## src/rtl/mem_port_arbiter.sv

```systemverilog
// Arbitrates one single-port memory between the instruction-fetch and data ports.
// Data wins by default; a streak counter lets a waiting fetch through after MAX_DATA_STREAK data grants.
module mem_port_arbiter #(
  parameter int ADDR_W          = 32,
  parameter int DATA_W          = 32,
  parameter int MEM_LATENCY     = 1,
  parameter int MAX_DATA_STREAK = 4
) (
  input  logic              clk_i,
  input  logic              reset_i,
  input  logic              inst_req_i,
  input  logic [ADDR_W-1:0] inst_addr_i,
  output logic              inst_ready_o,
  output logic [DATA_W-1:0] inst_rdata_o,
  input  logic              data_req_i,
  input  logic              data_we_i,
  input  logic [ADDR_W-1:0] data_addr_i,
  input  logic [DATA_W-1:0] data_wdata_i,
  output logic              data_ready_o,
  output logic [DATA_W-1:0] data_rdata_o,
  output logic              mem_en_o,
  output logic              mem_we_o,
  output logic [ADDR_W-1:0] mem_addr_o,
  output logic [DATA_W-1:0] mem_wdata_o,
  input  logic [DATA_W-1:0] mem_rdata_i,
  output logic              busy_o
);

  localparam int CNT_W = (MEM_LATENCY > 1) ? $clog2(MEM_LATENCY) : 1;
  localparam logic [CNT_W-1:0] CNT_LAST = CNT_W'(MEM_LATENCY - 1);
  localparam int STK_W = $clog2(MAX_DATA_STREAK + 1);
  localparam logic [STK_W-1:0] STK_MAX = STK_W'(MAX_DATA_STREAK);

  typedef enum logic [1:0] {IDLE, ISSUE, WAIT, DONE} state_e;

  state_e            state_q, state_d;
  logic              gnt_inst_q, gnt_inst_d;
  logic              gnt_data_q, gnt_data_d;
  logic [STK_W-1:0]  streak_q, streak_d;
  logic [CNT_W-1:0]  cnt_q, cnt_d;
  logic              inst_ready_q, inst_ready_d;
  logic [DATA_W-1:0] inst_rdata_q, inst_rdata_d;
  logic              data_ready_q, data_ready_d;
  logic [DATA_W-1:0] data_rdata_q, data_rdata_d;
  logic              mem_en_q, mem_en_d;
  logic              mem_we_q, mem_we_d;
  logic [ADDR_W-1:0] mem_addr_q, mem_addr_d;
  logic [DATA_W-1:0] mem_wdata_q, mem_wdata_d;
  logic              busy_q, busy_d;
  logic              pick_data;

  always_ff @(posedge clk_i or posedge reset_i) begin
    if (reset_i) begin
      state_q      <= IDLE;
      gnt_inst_q   <= 1'b0;
      gnt_data_q   <= 1'b0;
      streak_q     <= '0;
      cnt_q        <= '0;
      inst_ready_q <= 1'b0;
      inst_rdata_q <= '0;
      data_ready_q <= 1'b0;
      data_rdata_q <= '0;
      mem_en_q     <= 1'b0;
      mem_we_q     <= 1'b0;
      mem_addr_q   <= '0;
      mem_wdata_q  <= '0;
      busy_q       <= 1'b0;
    end else begin
      state_q      <= state_d;
      gnt_inst_q   <= gnt_inst_d;
      gnt_data_q   <= gnt_data_d;
      streak_q     <= streak_d;
      cnt_q        <= cnt_d;
      inst_ready_q <= inst_ready_d;
      inst_rdata_q <= inst_rdata_d;
      data_ready_q <= data_ready_d;
      data_rdata_q <= data_rdata_d;
      mem_en_q     <= mem_en_d;
      mem_we_q     <= mem_we_d;
      mem_addr_q   <= mem_addr_d;
      mem_wdata_q  <= mem_wdata_d;
      busy_q       <= busy_d;
    end
  end

  // Outputs are computed from the next state so every port comes straight from a flop.
  always_comb begin
    state_d      = state_q;
    gnt_inst_d   = gnt_inst_q;
    gnt_data_d   = gnt_data_q;
    streak_d     = streak_q;
    cnt_d        = cnt_q;
    inst_ready_d = 1'b0;
    inst_rdata_d = inst_rdata_q;
    data_ready_d = 1'b0;
    data_rdata_d = data_rdata_q;
    mem_en_d     = 1'b0;
    mem_we_d     = 1'b0;
    mem_addr_d   = mem_addr_q;
    mem_wdata_d  = mem_wdata_q;
    pick_data    = 1'b0;

    case (state_q)
      IDLE: begin
        if (inst_req_i || data_req_i) begin
          pick_data = data_req_i && !(inst_req_i && (streak_q == STK_MAX));
          state_d   = ISSUE;
          mem_en_d  = 1'b1;
          if (pick_data) begin
            gnt_data_d  = 1'b1;
            gnt_inst_d  = 1'b0;
            mem_we_d    = data_we_i;
            mem_addr_d  = data_addr_i;
            mem_wdata_d = data_wdata_i;
            if (!inst_req_i)               streak_d = '0;
            else if (streak_q != STK_MAX)  streak_d = streak_q + STK_W'(1);
          end else begin
            gnt_inst_d  = 1'b1;
            gnt_data_d  = 1'b0;
            mem_addr_d  = inst_addr_i;
            mem_wdata_d = '0;
            streak_d    = '0;
          end
        end
      end
      ISSUE: begin
        cnt_d = '0;
        if (mem_we_q) begin
          state_d      = DONE;
          data_ready_d = 1'b1;
        end else begin
          state_d = WAIT;
        end
      end
      WAIT: begin
        if (cnt_q == CNT_LAST) begin
          state_d = DONE;
          if (gnt_data_q) begin
            data_ready_d = 1'b1;
            data_rdata_d = mem_rdata_i;
          end else begin
            inst_ready_d = 1'b1;
            inst_rdata_d = mem_rdata_i;
          end
        end else begin
          cnt_d = cnt_q + CNT_W'(1);
        end
      end
      DONE:    state_d = IDLE;
      default: state_d = IDLE;
    endcase

    busy_d = (state_d != IDLE);
  end

  assign inst_ready_o = inst_ready_q;
  assign inst_rdata_o = inst_rdata_q;
  assign data_ready_o = data_ready_q;
  assign data_rdata_o = data_rdata_q;
  assign mem_en_o     = mem_en_q;
  assign mem_we_o     = mem_we_q;
  assign mem_addr_o   = mem_addr_q;
  assign mem_wdata_o  = mem_wdata_q;
  assign busy_o       = busy_q;

endmodule
```

## config.mk

```make
export PLATFORM = sky130hd
export DESIGN_NAME = mem_port_arbiter
export DESIGN_NICKNAME = d
export VERILOG_FILES = /design/src/rtl/mem_port_arbiter.sv
export SDC_FILE = /design/constraint.sdc
export NUM_CORES = 1
export LEC_CHECK = 0
export BUFFER_PORTS_ARGS = -buffer_cell sky130_fd_sc_hd__buf_2
export CAP_MARGIN = 20
export CORE_UTILIZATION = 50
export CTS_CLUSTER_DIAMETER = 60
export DETAILED_ROUTE_END_ITERATION = 6
export GPL_TIMING_DRIVEN = 1
export HOLD_SLACK_MARGIN = 0.1
export PLACE_DENSITY = 0.93
export RECOVER_POWER = 50
export SYNTH_ARGS = -nofsm -noshare
export SYNTH_HDL_FRONTEND = slang
export SYNTH_SLANG_ARGS = --single-unit
export TNS_END_PERCENT = 20
```

## constraint.sdc

```tcl
create_clock -name clk_i -period 11.3 [get_ports clk_i]
set_input_delay 0.565 -clock clk_i [delete_from_list [all_inputs] [get_ports clk_i]]
set_output_delay 0.565 -clock clk_i [all_outputs]
set_load 0.02 [all_outputs]
```

# After elaboration in Yosys (flattened, before gate mapping)
# Index checks and enable logic that the tools add are counted.
[word_totals]
reg_bits = 140
latchBits = 0
ram_bits = 0
rom_bits = 0
out_inout_bits = 133
n_memories = 0
[op_classes]
n_addsub = 2
n_mul = 0
div = 0
n_lt_le_gt_ge = 0
n_eq_ne = 6
n_shift = 0
mux = 24
n_bitwise = 2
reduce_logical = 11
[op_table]
columns = ["op", "count"]
rows = [
  ["32-bit two-way mux", 2],
  ["1-bit two-way mux", 14],
  ["3-bit two-way mux", 3],
  ["3-bit AND reduction", 3],
  ["2-bit one-hot mux with 4 select lines", 1],
  ["2-bit == test, second input constant", 2],
  ["2-bit two-way mux", 2],
  ["1-bit one-hot mux with 2 select lines", 2],
  ["2-bit nonzero test", 2],
  ["3-bit by 1-bit adder with 3-bit output, second input constant", 1],
  ["3-bit == test, second input constant", 1],
  ["3-bit by 2-bit != test with 1-bit output, second input constant", 1],
  ["3-bit != test, second input constant", 1],
  ["2-bit by 1-bit == test with 1-bit output, second input constant", 1],
  ["1-bit logical AND", 2],
  ["2-bit zero test", 1],
  ["1-bit inverter", 2],
  ["2-bit AND reduction", 1],
  ["1-bit adder, second input constant", 1],
  ["1-bit zero test", 1],
  ["1-bit logical OR", 1],
]

# Depth between registers and ports, before layout
# Gate-level depths: netlist (run 1).
[logic_depth]
depth_word = 7
mapped_depth = 8
depth_no_buf = 6

# Worst setup path after synthesis (run 1)
# Ideal clock, no wire load.
[synth_timing]
path_kind = "reg2reg"
startpoint = "register state_q[0]"
endpoint = "register inst_rdata_q[10], in the netlist inst_rdata_o[10]"
setup_time_ns = 0.128
t_arrival_ns = 1.435
required_ns = 11.172
path_slack_ns = 9.737
path_stages_with_launch = 7
n_path_buf = 2
cell_sequence = "dfrtp_1 inv_1 ha_1 nand2b_1 clkbuf_1 buf_2 mux2_1"
[synth_between]
elab_chain_cells = 2
[synth_rtl]
columns = ["item", "line_no", "source"]
rows = [
  ["start, declared", "36", "state_e state_q, state_d;"],
  ["start signal, assigned", "69", "state_q <= state_d;"],
  ["2-bit == test", "103", "case (state_q)"],
  ["3-bit AND reduction (no source line)", "n/a", ""],
  ["end signal, assigned", "75", "inst_rdata_q <= inst_rdata_d;"],
  ["end, declared", "42", "logic [DATA_W-1:0] inst_rdata_q, inst_rdata_d;"],
]
# Every way passes these cells.
# A chain may end at the register's enable or synchronous reset.

# Final worst setup path (run 1)
[layout_timing]
startpoint = "register state_q[0]"
endpoint = "register mem_addr_q[2], in the netlist mem_addr_o[2]"
[layout_between]
elab_chain_cells = 2
[layout_rtl]
columns = ["item", "line_no", "source"]
rows = [
  ["2-bit zero test", "n/a", ""],
  ["2-bit AND reduction (no source line)", "n/a", ""],
  ["end signal, assigned", "80", "mem_addr_q <= mem_addr_d;"],
  ["end, declared", "47", "logic [ADDR_W-1:0] mem_addr_q, mem_addr_d;"],
]
# Every way passes these cells.

==> impl_summary.txt, run 1 <==
----------------------------------------------------
[Setup path]
  Path length in cells of the critical path ... 8
  Required time of the critical path ... 11.62 ns
  Highest cell delay on the worst timing path ... 1.25 ns
  Buf+Inv Stages, Crit Path ... 4
  R2r endpoint ... mem_addr_o[2]$_DFFE_PP0P_
  Reg2reg path depth ... 8
  Kind of launch point of the worst setup path ... flip-flop
  Setup crit end kind ... flip-flop
  Critical path start-end classification ... flip-flop to flip-flop
  Signal arrival time at the worst endpoint ... 3.71 ns
  Worst reg2reg path startpoint ... state_q[0]$_DFF_PP0_
  Cell type group with the largest total delay on the critical path ... buffers and inverters
  Setup slack, reg-to-reg ... 7.91 ns
  Crit path from ... state_q[0]$_DFF_PP0_
  Highest net fanout along the worst path ... 68
  Master of the slowest instance on the critical path ... sky130_fd_sc_hd__clkbuf_1
  Critical Path, Cell by Cell ... inv_1, ha_1, clkbuf_1, o21ai_4, buf_4, inv_2, nand2_1, o211ai_2

[Route]
  First-pass DRT Iterations ... 4
  Wire length reported by the detailed router ... 14.9 mm
  Detailed router's first-iteration violation count ... 405
  Number of remaining DRC errors ... 0
  Via count of the routed design ... 4582
  Detailed-route wire length per cell ... 17.7 um
  ANT nets after route ... 0
  Detail-routed via count per cell ... 5.45

[Run]
  Max-cap viol count ... 4

[Cells and area]
  Layout cell share with drive strength beyond 1 ... 0.278
  Number of antenna cells inserted ... 0
  Layout Nets ... 826
  Count of non-filler cells in the finished layout ... 841
  Layout-stage area growth over the synthesis result ... 31.7%
  Final core occ ... 0.684

[Floorplan]
  Count of boundary I/O pins ... 266
  Std cell rows ... 38
  Area inside the core boundary ... 0.0109 mm^2
  Die width ... 109 um
  Die area ... 0.0118 mm^2
  Initial Utilization ... 0.520
  Die Ht ... 109 um

[Timing]
  RSZ-0062 raised after global routing ... no
  Total negative slack ... 0 ns
  Relative slew margins ... -0.727
  Worst-case clock skew ... 0.00727 ns
  Final Setup Violations ... 0
  Final critical-path share of the clock period ... 0.300
  Max Freq ... 295 MHz
  Hold violation total from the final report ... 0
  Max-slew violations ... 166
  Final critical-path required period ... 3.39 ns
  Actual transition at the worst max-transition pin ... 2.58 ns

[Placement]
  Weighted congestion at the end of routability-driven global placement ... 0.804
  Placed wire-length estimate after detailed placement ... 10.3 mm
  Cell total after placement ... 808
  Input/output buffers ... 265

[Pwr]
  Pwr per Cell Area ... 326 mW/mm^2
  Largest voltage drop on the vdd net ... 174 uV
  Total power after layout ... 2440 uW
  Static leakage ... 0.00344 uW

[Hold path]
  Endpoint of the worst hold path ... mem_we_o$_DFF_PP0_
  Beginning of the worst hold path ... data_we_i
  Worst hold-check path type ... input pin to flip-flop
  Cell count of the worst hold path ... 2

[Synthesis]
  Total standard cell area after synthesis ... 0.00568 mm^2
  Synthesized net count ... 571
  Ys async rst share ... 1.00
  Warnings from Yosys ... 0
  Number of unique standard cell types used by synthesis ... 29
  Mapped Cells ... 433
  Post-synth EDFFs ... 0
  Sequential element share of the synthesized area ... 0.612
  Post-synth top flop ... sky130_fd_sc_hd__dfrtp_1
  Post-Syn Area per Cell ... 13.1 um^2
  FF+latch count, synth ... 139

[Clock network]
  Buffer depth of the longest clock path ... 2
  Number of hold buffers added after CTS ... 0
  Deepest level of the CTS H-tree ... 4
  TritonCTS Buffers ... 17
  Reg clk slew, reported paths ... 0.06 ns
  CTS tree ... yes
  Resize count post-CTS ... 0
  Clock latency at the later pin of the worst-skew pair ... 0.41 ns
  Clock root buffer master ... sky130_fd_sc_hd__clkbuf_16
  Clk sinks ... 139
  Total setup buffers inserted after CTS ... 0

[Run status]
  Failing checks ... max-capacitance violations, max-slew violations
  Run status ... finished with violations

[Global routing]
  Total global routing overflow ... 0
  Largest net degree at the start of global routing ... 82
  Number of antenna violations at the first check in global routing ... 0
  Total track usage ... 0.257
  Vias in the first global route ... 4712
  Wire length of the first global-routing pass ... 22.9 mm

----------------------------------------------------
## state kept, by name, indices dropped and copies added, names as in the netlist, 2 cells and up
name,cells
state_q,2
streak_q,3
mem_addr_o,32
mem_wdata_o,32
inst_rdata_o,32
data_rdata_o,32
## cells in the mapped netlist (all sizes together) (2+ instances only)
| library cell | n | area share |
|---|---|---|
| dfrtp | 139 | 0.61 |
| inv | 8 | 0.0053 |
| o21ai | 3 | 0.0033 |
| clkbuf | 15 | 0.0099 |
| buf | 21 | 0.026 |
| o211ai | 32 | 0.060 |
| a22o | 32 | 0.049 |
| and2 | 2 | 0.0022 |
| nand2 | 68 | 0.045 |
| ha | 5 | 0.011 |
| nand4 | 33 | 0.036 |
| mux2 | 64 | 0.13 |
## worst register-to-register path, cell delays in order, from the launching register on
cell and delay (ns):
sky130_fd_sc_hd__dfrtp_1 0.40, sky130_fd_sc_hd__inv_1 0.10, sky130_fd_sc_hd__ha_1 0.14, sky130_fd_sc_hd__clkbuf_1 1.25
sky130_fd_sc_hd__o21ai_4 0.07, sky130_fd_sc_hd__buf_4 0.41, sky130_fd_sc_hd__inv_2 0.55, sky130_fd_sc_hd__nand2_1 0.20
sky130_fd_sc_hd__o211ai_2 0.18
## where the power goes
| part | internal, uW | switching (uW) | total (uW) |
|---|---|---|---|
| Combinational | 334 | 660 | 993 |
| Clock | 354 | 214 | 568 |
| Sequential | 740 | 140 | 880 |
## cell type report
type,instances,area [um^2]
clock buffers,19,443
clock inverters,13,165
multi-input cells,250,1980
flip-flops and latches,139,3480
repair buffers,272,1210
well taps,140,175
fillers,851,3450
inverters,8,31.3
## worst max-delay path by stage
stage,endpoint,slack [ns]
after floorplan,busy_o$_DFF_PP0_,7.01
after global placement,mem_addr_o[20]$_DFFE_PP0P_,8.80
after detailed placement,mem_addr_o[2]$_DFFE_PP0P_,8.67
after CTS,mem_addr_o[2]$_DFFE_PP0P_,8.78
after global routing,mem_addr_o[2]$_DFFE_PP0P_,7.64
final,mem_addr_o[2]$_DFFE_PP0P_,7.91
## cell families after synthesis
logic type	synth area share
AO/OA/AOI/OAI	0.118
XOR/XNOR	0.00154
adder cells (fa/ha/maj)	0.0110
buffers and inverters	0.0407
flip-flops	0.612
multiplexers	0.127
AND/OR/NAND/NOR	0.0901
## placed cells by master, fill, tap and decap left out, types with 3 or more instances in the layout
| cell type | n |
|---|---|
| sky130_fd_sc_hd__clkinvlp_4 | 4 |
| sky130_fd_sc_hd__buf_2 | 132 |
| sky130_fd_sc_hd__inv_1 | 6 |
| sky130_fd_sc_hd__mux2_1 | 61 |
| sky130_fd_sc_hd__ha_1 | 5 |
| sky130_fd_sc_hd__bufinv_16 | 3 |
| sky130_fd_sc_hd__o211ai_2 | 20 |
| sky130_fd_sc_hd__a22o_1 | 32 |
| sky130_fd_sc_hd__clkbuf_1 | 136 |
| sky130_fd_sc_hd__nand2_1 | 68 |
| sky130_fd_sc_hd__nand4_1 | 33 |
| sky130_fd_sc_hd__o211ai_1 | 12 |
| sky130_fd_sc_hd__clkbuf_16 | 17 |
| sky130_fd_sc_hd__mux2_2 | 3 |
| sky130_fd_sc_hd__dfrtp_1 | 139 |
| sky130_fd_sc_hd__buf_4 | 4 |
## through the flow
| stage | hold WS (ns) | cell area, um^2 | setup slack, ns |
|---|---|---|---|
| final | 0.371 | 7480 | 7.91 |
| after global routing | 0.360 | 7480 | 7.64 |
| after CTS | 0.235 | 7650 | 8.78 |
| after detailed placement | 0.476 | 7040 | 8.67 |
| after global placement | 0.468 | 7040 | 8.80 |
| after floorplan | 0.462 | 5680 | 7.01 |
## per-layer routing
layer	up-vias	GRT usage	share of wire
met5	-	0	0
met2	228	0.452	0.52
li1	2072	-	-
met4	0	0.104	0.026
met3	39	0.0747	0.076
met1	2243	0.293	0.38
Note: power is estimated with default switching activity, not from simulation.
==> run 2, diff against run 1 <==
--- a/config.mk
+++ b/config.mk
@@ -7,12 +7,12 @@
 export LEC_CHECK = 0
 export BUFFER_PORTS_ARGS = -buffer_cell sky130_fd_sc_hd__buf_2
 export CAP_MARGIN = 20
-export CORE_UTILIZATION = 50
+export CORE_UTILIZATION = 42
 export CTS_CLUSTER_DIAMETER = 60
 export DETAILED_ROUTE_END_ITERATION = 6
 export GPL_TIMING_DRIVEN = 1
 export HOLD_SLACK_MARGIN = 0.1
-export PLACE_DENSITY = 0.93
+export PLACE_DENSITY = 0.84
 export RECOVER_POWER = 50
 export SYNTH_ARGS = -nofsm -noshare
 export SYNTH_HDL_FRONTEND = slang
==> constraint.sdc (replaced) <==
create_clock -name clk_i -period 2.9 [get_ports clk_i]
set_input_delay 0.145 -clock clk_i [delete_from_list [all_inputs] [get_ports clk_i]]
set_output_delay 0.145 -clock clk_i [all_outputs]
set_load 0.02 [all_outputs]
==> run 2 against run 1 <==
The flow now finishes without violations. Non-clock buffer count up 135. Global-route usage up 0.12 points. Die area increased by 19%. Flip-flop and latch count stayed put. Hold slack got worse by 0.22 ns. Sequential power rose to 3.9 times the previous value. First-iteration DRC count is 16% lower. Critical path type unchanged. Critical endpoint is now mem_addr_o[27]$_DFFE_PP0P_. Largest cell class unchanged. Largest power group unchanged. Highest routed layer unchanged.
==> impl_summary.txt, run 2 (synthesis gave the netlist of run 1 again) <==
----------------------------------------------------
[Route]
  Number of remaining DRC errors ... 0 (unchanged)
  Wire length reported by the detailed router ... 17.9 mm (+20%)
  Detail-routed via count per cell ... 5.19 (-4.7%)
  Detailed-route wire length per cell ... 17.7 um (-0.25%)
  First-pass DRT Iterations ... 4 (unchanged)
  Detailed router's first-iteration violation count ... 341 (-16%)
  Via count of the routed design ... 5256 (+15%)
  ANT nets after route ... 0 (unchanged)

[Clock network]
  Clock root buffer master ... sky130_fd_sc_hd__clkbuf_16
  TritonCTS Buffers ... 17 (unchanged)
  Total setup buffers inserted after CTS ... 0 (unchanged)
  Clk sinks ... 139 (unchanged)
  CTS tree ... yes
  Buffer depth of the longest clock path ... 2 (unchanged)
  Clock latency at the later pin of the worst-skew pair ... 0.41 ns (about the same)
  Deepest level of the CTS H-tree ... 4 (unchanged)
  Reg clk slew, reported paths ... 0.06 ns (about the same)

[Timing]
  Worst-case clock skew ... 0.00894 ns (+0.00167 ns)
  Max Freq ... 392 MHz (+33%)
  Final critical-path share of the clock period ... 0.880 (+0.580)
  Final Setup Violations ... 0 (unchanged)
  Final critical-path required period ... 2.55 ns (-0.837 ns)
  RSZ-0062 raised after global routing ... no
  Actual transition at the worst max-transition pin ... 1.08 ns (-1.50 ns)
  Max-slew violations ... 0 (-100%)
  Relative slew margins ... 0.279 (+1.01)
  Total negative slack ... 0 ns (unchanged)
  Hold violation total from the final report ... 0 (unchanged)

[Pwr]
  Fraction of power consumed by combinational cells ... 0.449 (+0.042)
  Reg power frac ... 0.340 (-0.021)
  Relative contribution of the clock network to total power ... 0.211 (-0.022)
  Static leakage ... 0.00402 uW (+17%)
  Net switching power ... 4100 uW (+300%)
  Largest voltage drop on the vdd net ... 519 uV (+200%)
  Total internal power ... 5940 uW (+320%)
  Pwr per Cell Area ... 1130 mW/mm^2 (+250%)
  Switching portion of total power ... 0.408 (-0.00673)

[Cells and area]
  Layout-stage area growth over the synthesis result ... 56.0%
  Area used by multi-input combinational logic ... 0.00198 mm^2 (+0.13%)
  Most used cells in the layout excluding fill and tap cells ... sky130_fd_sc_hd__dfrtp_1 (139), sky130_fd_sc_hd__clkbuf_1 (136), sky130_fd_sc_hd__buf_2 (132)
  Count of non-filler cells in the finished layout ... 1012 (+20%)
  Flip-flop and latch area ... 0.00348 mm^2 (unchanged)
  Number of antenna cells inserted ... 0 (unchanged)
  Layout Nets ... 961 (+16%)
  Layout fillers ... 996 (+17%)
  Layout cell share with drive strength beyond 1 ... 0.240 (-0.0377)
  Most common cell after layout, fill and taps aside ... sky130_fd_sc_hd__dfrtp_1

[Placement]
  Cell total after placement ... 849 (+5.1%)
  Placed wire-length estimate after detailed placement ... 9.77 mm (-4.9%)
  Input/output buffers ... 265 (unchanged)
  Weighted congestion at the end of routability-driven global placement ... 0.761 (-5.4%)

[Floorplan]
  Die width ... 118 um (+8.9%)
  Die area ... 0.0140 mm^2 (+19%)
  Std cell rows ... 42 (+11%)
  Area inside the core boundary ... 0.0132 mm^2 (+21%)
  Die Ht ... 118 um (+8.9%)
  Count of boundary I/O pins ... 266 (unchanged)
  Initial Utilization ... 0.429 (-0.0905)

[Run status]
  Run status ... complete, no violations

[Run]
  Max-cap viol count ... 0 (-4)

[Global routing]
  Vias in the first global route ... 5598 (+19%)
  Largest net degree at the start of global routing ... 74 (-9.8%)
  Total track usage ... 0.259 (+0.00120)
  Wire length of the first global-routing pass ... 28.0 mm (+23%)
  Number of antenna violations at the first check in global routing ... 0 (unchanged)
  Total global routing overflow ... 0 (unchanged)

[Setup path]
  Kind of launch point of the worst setup path ... flip-flop
  Setup crit end kind ... flip-flop
  Signal arrival time at the worst endpoint ... 2.84 ns (-0.87 ns)
  Required time of the critical path ... 3.19 ns (-8.43 ns)
  Highest net fanout along the worst path ... 34 (-50%)
  Critical path start-end classification ... flip-flop to flip-flop

[Hold path]
  Worst hold-check path type ... input pin to flip-flop

----------------------------------------------------
run 2: through the flow:
step / power, uW / cell area, um^2 / hold slack [ns] / util / worst slack (ns)
5_1_grt: 10600 / 8860 / 0.143 / 0.669 / 0.178
6_report: 10000 / 8860 / 0.147 / 0.669 / 0.348
3_5_place_dp: 7500 / 7150 / 0.193 / 0.540 / 0.884
2_1_floorplan: 6090 / 5690 / 0.274 / - / 1.02
4_1_cts: 10100 / 9040 / 0.124 / 0.682 / 0.433
3_3_place_gp: 7380 / 7150 / 0.188 / 0.540 / 0.934
run 2: layout make-up:
type | count | area share
sequential | 139 | 0.392
clock buffer | 19 | 0.0500
tap | 176 | 0.0248
inverter | 8 | 0.00353
multi-input combinational | 250 | 0.224
timing repair buffer | 407 | 0.289
clock inverter | 13 | 0.0162
run 2: worst paths after layout:
check | end | slack, ns | depth (start not counted) | start
max | mem_addr_o[27]$_DFFE_PP0P_ | 0.35 | 8 | streak_q[0]$_DFFE_PP0P_
min | streak_q[2]$_DFFE_PP0P_ | 0.15 | 3 | inst_req_i
max reg2reg | mem_addr_o[27]$_DFFE_PP0P_ | 0.35 | 8 | streak_q[0]$_DFFE_PP0P_
min reg2reg | data_rdata_o[27]$_DFFE_PP0N_ | 0.49 | 1 | data_rdata_o[27]$_DFFE_PP0N_
max in group asynchronous | mem_addr_o[29]$_DFFE_PP0P_ | 0.87 | 5 | reset_i
min in group asynchronous | data_rdata_o[11]$_DFFE_PP0N_ | 0.44 | 3 | reset_i
run 2: what timing repair did:
item | CTS | global route
gates resized for setup | 0 | 0
hold buffers | 130 | 0
endpoints found under the hold margin | 147 | 0
run 2: layer usage:
layer,wire [um],share of wire,track usage,vias up
met1,7000,0.39,0.289,2604
met3,1080,0.060,0.0623,44
met4,490,0.027,0.127,0
met2,9340,0.52,0.459,264
li1,-,-,-,2344
met5,0,0,0,-
run 2: power groups by stage:
stage	clock (uW)	combinational [uW]	sequential, uW
global placement	0	4050	3330
finish	2120	4510	3410
CTS	2150	4640	3340
detailed placement	0	4140	3360
floorplan	0	1640	4450
global route	2250	4810	3500
run 2: critical path, cell delays in order (launching register included):
cell	delay [ns]
sky130_fd_sc_hd__dfrtp_1	0.38
sky130_fd_sc_hd__inv_1	0.06
sky130_fd_sc_hd__ha_1	0.20
sky130_fd_sc_hd__nand3_2	0.06
sky130_fd_sc_hd__buf_4	0.36
sky130_fd_sc_hd__and2_1	0.18
sky130_fd_sc_hd__buf_4	0.41
sky130_fd_sc_hd__o211ai_1	0.17
sky130_fd_sc_hd__dlygate4sd3_1	0.60
